### config.mk
export PLATFORM = sky130hd
export DESIGN_NAME = ss_universal_register
export DESIGN_NICKNAME = d
export VERILOG_FILES = /design/src/rtl/ss_universal_register.sv
export SDC_FILE = /design/constraint.sdc
export NUM_CORES = 1
export LEC_CHECK = 0
export CAP_MARGIN = 10
export CORE_ASPECT_RATIO = 0.9
export CORE_MARGIN = 2
export CORE_UTILIZATION = 41
export DETAILED_ROUTE_END_ITERATION = 8
export GPL_TIMING_DRIVEN = 0
export PLACE_DENSITY = 0.77
export SLEW_MARGIN = 20
export SYNTH_ARGS = -nofsm -noshare
export SYNTH_HDL_FRONTEND = slang
export SYNTH_SLANG_ARGS = --single-unit
### constraint.sdc
create_clock -name clk -period 1.7 [get_ports clk]
set_input_delay 0.255 -clock clk [delete_from_list [all_inputs] [get_ports clk]]
set_output_delay 0.255 -clock clk [all_outputs]
set_load 0.01 [all_outputs]
### src/rtl/ss_universal_register.sv
// WIDTH-bit universal shift register (hold / shift right / shift left / load)
// with a shift counter that strobes frame_done after every WIDTH shifts.
module ss_universal_register #(
  parameter int WIDTH = 8,
  localparam int CW = $clog2(WIDTH)
) (
  input  logic             clk,
  input  logic             rst,
  input  logic             ena,
  input  logic [1:0]       mode,
  input  logic             ser_in_r,
  input  logic             ser_in_l,
  input  logic [WIDTH-1:0] par_in,
  output logic [WIDTH-1:0] q,
  output logic             ser_out_r,
  output logic             ser_out_l,
  output logic [CW-1:0]    shift_cnt,
  output logic             frame_done
);

  if (WIDTH < 2 || WIDTH > 32) begin : g_width_check
    $error("ss_universal_register: WIDTH must be in 2..32");
  end

  typedef enum logic [1:0] {
    MODE_HOLD = 2'b00,
    MODE_SHR  = 2'b01,
    MODE_SHL  = 2'b10,
    MODE_LOAD = 2'b11
  } mode_t;

  mode_t            mode_e;
  logic [WIDTH-1:0] q_next;
  logic [CW-1:0]    cnt_next;
  logic             fd_next;
  logic             is_shift;
  logic             last_shift;

  assign mode_e     = mode_t'(mode);
  assign is_shift   = (mode_e == MODE_SHR) || (mode_e == MODE_SHL);
  assign last_shift = (shift_cnt == CW'(WIDTH - 1));

  always_comb begin
    q_next   = q;
    cnt_next = shift_cnt;
    fd_next  = 1'b0;
    if (ena) begin
      unique case (mode_e)
        MODE_HOLD: ;
        MODE_SHR:  q_next = {ser_in_r, q[WIDTH-1:1]};
        MODE_SHL:  q_next = {q[WIDTH-2:0], ser_in_l};
        MODE_LOAD: begin
          q_next   = par_in;
          cnt_next = '0;
        end
      endcase
      // Both shift directions advance the same frame counter.
      if (is_shift) begin
        if (last_shift) begin
          cnt_next = '0;
          fd_next  = 1'b1;
        end else begin
          cnt_next = shift_cnt + CW'(1);
        end
      end
    end
  end

  always_ff @(posedge clk) begin
    if (rst) begin
      q          <= '0;
      shift_cnt  <= '0;
      frame_done <= 1'b0;
    end else begin
      q          <= q_next;
      shift_cnt  <= cnt_next;
      frame_done <= fd_next;
    end
  end

  assign ser_out_r = q[0];
  assign ser_out_l = q[WIDTH-1];

endmodule

## Word level (Yosys, flattened, before mapping)

Cells that the tools add are included.
Widths: inputs -> output; s select.

- Equality and inequality tests: 4
- Add/sub/neg operators: 1
- Bitwise operators: 2
- Reductions and logical operators: 6
- Mux-type cells: 5

Operators by type and width:

| cell | number |
|---|---|
| $pmux 8 s3 | 1 |
| $mux 3 | 3 |
| $eq 2x2->1 const B | 2 |
| $reduce_and 2->1 | 2 |
| $add 3x1->3 const B | 1 |
| $eq 3x3->1 const B | 1 |
| $reduce_bool 3->1 | 1 |
| $reduce_or 3->1 | 1 |
| $eq 2x1->1 const B | 1 |
| $not 1->1 | 2 |
| $reduce_bool 2->1 | 1 |
| $logic_or 1x1->1 | 1 |
| $mux 1 | 1 |

- Output and inout port bits: 14
- Register bits: 12
- Logic and storage cells: 21

## Depth between registers and ports, before layout

- Depth in word-level cells: 4
- Gate-level depth with buffers: 7
- Mapped depth without buffers: 5

## Least setup slack after synthesis

Ideal clock, no wire load.

- Kind: reg2reg
- Start point: register shift_cnt[0]
- End point: register shift_cnt[0]
- Path buffers: 0
- Data required time: 1630 ps
- Arrival time: 1333 ps
- Clock period less this slack: 1402 ps
- Cell stages (with the launch flop): 5
- Slack: 298 ps
- Path through: dfxtp_1 -> ha_1 -> ha_1 -> or4b_4 -> a21oi_2

- Word-level cells in the longest chain between the ends: 3
- Elaborated cells on any way between the ends: 4
- Classes of those cells: 1 x add/sub; 1 x eq/ne; 2 x mux

Ends and longest elaborated chain:

| element | line | text |
|---|---|---|
| start, declared | 17 | `output logic [CW-1:0] shift_cnt,` |
| start signal, assigned | 76 | `shift_cnt <= cnt_next;` |
| $eq 3x3->1 | 41 | `assign last_shift = (shift_cnt == CW'(WIDTH - 1));` |
| net last_shift | 37 | `logic last_shift;` |
| $mux 3 | 59 | `if (last_shift) begin` |
| $mux 3 | 58 | `if (is_shift) begin` |

The timed path passes the listed nets, and every way through them passes these cells.
A chain may end at the register's enable or synchronous reset.

## Worst setup path in the final report

- Start point: input port mode[0]
- End point: register q[0]

- Word-level cells in the longest chain between the ends: 3
- Elaborated cells on any way between the ends: 6
- Classes of those cells: 3 x eq/ne; 1 x mux; 2 x reduce/logical

Ends and longest elaborated chain:

| element | line | text |
|---|---|---|
| start, declared | 10 | `input logic [1:0] mode,` |
| $eq 2x1->1 or $eq 2x2->1 (tied branches) | 48 | `unique case (mode_e)` |
| $reduce_bool 3->1 (no source line) | n/a |  |
| $reduce_and 2->1 (no source line) | n/a |  |
| end signal, assigned | 75 | `q <= q_next;` |
| end, declared | 14 | `output logic [WIDTH-1:0] q,` |

Parallel ways exist; a longest one is shown, timed or not.

==> impl_metrics.tcl <==
set metrics [dict create \
    hold_viol_final 0 \
    final.fill_count 139 \
    die_w_um 47.3 \
    min_period_ps 1570 \
    finalPower_w 0.000678 \
    p_seq_share_pct 46.5 \
    drt-pass1-iter-count 4 \
    synthDominantCellAreaShare_pct 34.7 \
    grt_pass1_vias 595 \
    p_sw_share_pct 28.0 \
    place_ws_ps -146 \
    syn_nets 91 \
    worstSetupPathType "primary input to flop" \
    syn_area_um2 692 \
    htreeDepth 1 \
    coreArea_um2 1630 \
    n_antenna_cell 0 \
    rows 14 \
    rsz0062_at_grt "false" \
    yosysSeqAreaShare_pct 34.7 \
    gp_congestion 0.724 \
    fin_nets 124 \
    antenna_found_initial 0 \
    syn_inst 71 \
    ys_warn_count 0 \
    power_density_nw_per_um2 662 \
    vias 652 \
    multi_input_area_um2 394 \
    clock_sinks 12 \
    cts_made_buffers 3 \
    maxCapViolations 0 \
    placed_cells 123 \
    die_height_um 43.0 \
    io_buffers 28 \
    post-cts-setup-buffers 0 \
    synthFlopType "dfxtp_1" \
    worstSkewPairLatency_ps 270 \
    synth_largest_area_cell "dfxtp_1" \
    arrival_ps 1750 \
    outcome "finished clean" \
    post-route-drc-count 0 \
    drtIter0Drc 6 \
    worst_hold_path_type "flop to flop" \
    die-area_um2 2030 \
    setup_violations 0 \
    syn_avg_cell_area_um2 9.75 \
    grt_first_pass_wirelength_um 2460 \
    worst_pin_slew_ps 625 \
    async_flop_share_pct 0 \
    synth_edf_count 0 \
    yosysUniqueCellTypes 21 \
    crit_fanout 9 \
    finalSetupTns_ps 0 \
    cts_resized 0 \
    pin_count 29 \
    min_period_over_period_pct 92.1 \
    synth_seq_cells 12 \
    cts_tree "done" \
    layout-drive-gt1-share_pct 19.6 \
    setup_slack_ps 134 \
    grt_max_degree 11 \
    cts_root_buf "clkbuf_4" \
    p_switching_w 0.000190 \
    final-seq-area_um2 240 \
    synthTopCellsByArea "dfxtp_1, a311oi_2, ha_1, a22oi_1, nand2_1" \
    crit_required_ps 1890 \
    setup.worst_path.end_class "flop" \
    overflow 0 \
    slew_headroom_pct 58.3 \
    clk_path_buf_depth 2 \
    final_antenna_net_count 0 \
    clkPwrFrac_pct 25.6 \
    p_comb_share_pct 27.9 \
    synth_most_common_cell "dfxtp_1" \
    viasPerCell 5.17 \
    finClkSkew_ps 2.50 \
    leakage_nw 0.383 \
    start_util_pct 42.5 \
    path_clk_slew_ps 70 \
    cts_hold_buf 0 \
    wl_um 1490 \
    hpwlAfterDp_um 1120 \
    p_int_w 0.000488 \
    synthToLayoutAreaGrowth_pct 48.1 \
    wl_per_cell_um 11.8 \
    stdcell_count 126 \
    synth_common_cells "dfxtp_1, nand2_1, a22oi_1, nor2_1, a311oi_2" \
    critPathLaunchType "primary input" \
    grt_usage_pct 16.7 \
    vdd_drop_max_mv 0.349 \
    report.final.slew_viol_count 0 \
    fmax_mhz 639 \
]
## flip-flops by register name, summed over array words and instances, names as in the netlist
name / count
q: 8
shift_cnt: 3
frame_done: 1
## power by group through the flow
stage / Clock, W / Sequential [W] / Combinational [W]
3_3_place_gp: 0 / 0.000321 / 0.000188
4_1_cts: 0.000176 / 0.000315 / 0.000191
3_5_place_dp: 0 / 0.000321 / 0.000191
2_1_floorplan: 0 / 0.000327 / 0.0000932
5_1_grt: 0.000186 / 0.000318 / 0.000204
6_report: 0.000174 / 0.000315 / 0.000189
## cells in the final DEF (no fill, tap or decap), drive strengths merged
cell,instances
a21oi,3
a22oi,8
a311oi,8
and2b,1
and4b,1
buf,6
clkbuf,4
clkdlybuf4s50,28
dfxtp,12
ha,5
inv,2
nand2,11
nand2b,1
nand3,2
nor2,9
or4b,1
## final cells by class
| cell class | count | share of cell area [%] |
|---|---|---|
| Buffer | 7 | 4.88 |
| Clock buffer | 3 | 2.20 |
| Inverter | 2 | 0.733 |
| Multi-Input combinational cell | 50 | 38.5 |
| Sequential cell | 12 | 23.4 |
| Tap cell | 24 | 2.93 |
| Timing Repair Buffer | 28 | 27.4 |
## final timing paths
kind | cells past startpoint | startpoint | endpoint | slack [ps]
hold reg to reg | 2 | shift_cnt[2]$_SDFFE_PP0P_ | shift_cnt[2]$_SDFFE_PP0P_ | 470
hold / removal | 2 | shift_cnt[2]$_SDFFE_PP0P_ | shift_cnt[2]$_SDFFE_PP0P_ | 470
setup reg to reg | 4 | shift_cnt[0]$_SDFFE_PP0P_ | shift_cnt[0]$_SDFFE_PP0P_ | 280
setup / recovery | 7 | mode[0] | q[0]$_SDFFE_PP0P_ | 130
## worst max-delay path, cell delays in order
cell and delay, ps:
clkdlybuf4s50_1 490, inv_1 60, ha_1 190, buf_2 180, nor2_4 210, nand2_1 100
a311oi_2 260
## per-stage QoR
| step | hold slack [ps] | area [um2] | util [%] |
|---|---|---|---|
| 2_1_floorplan | 323 | 692 | - |
| 3_3_place_gp | 463 | 1000 | 61.5 |
| 3_5_place_dp | 465 | 1000 | 61.5 |
| 4_1_cts | 476 | 1020 | 62.9 |
| 5_1_grt | 506 | 1020 | 62.9 |
| 6_report | 474 | 1020 | 62.9 |
## layer usage
layer | vias to the layer above | global-route usage [%] | share of wire, %
li1 | 322 | - | -
met2 | 20 | 25.1 | 49
met3 | 2 | 3.83 | 6.0
met5 | - | 0 | 0
met4 | 0 | 6.67 | 0.81
met1 | 308 | 22.5 | 44
## cells by family after synthesis
family	Yosys count	share of synthesized area, %
flip-flops	12	34.7
AND/OR/NAND/NOR	26	20.1
buffers and inverters	9	8.32
AO/OA/AOI/OAI	19	27.8
adder cells (fa/ha/maj)	5	9.04
Note: power is estimated with default switching activity, not from simulation.
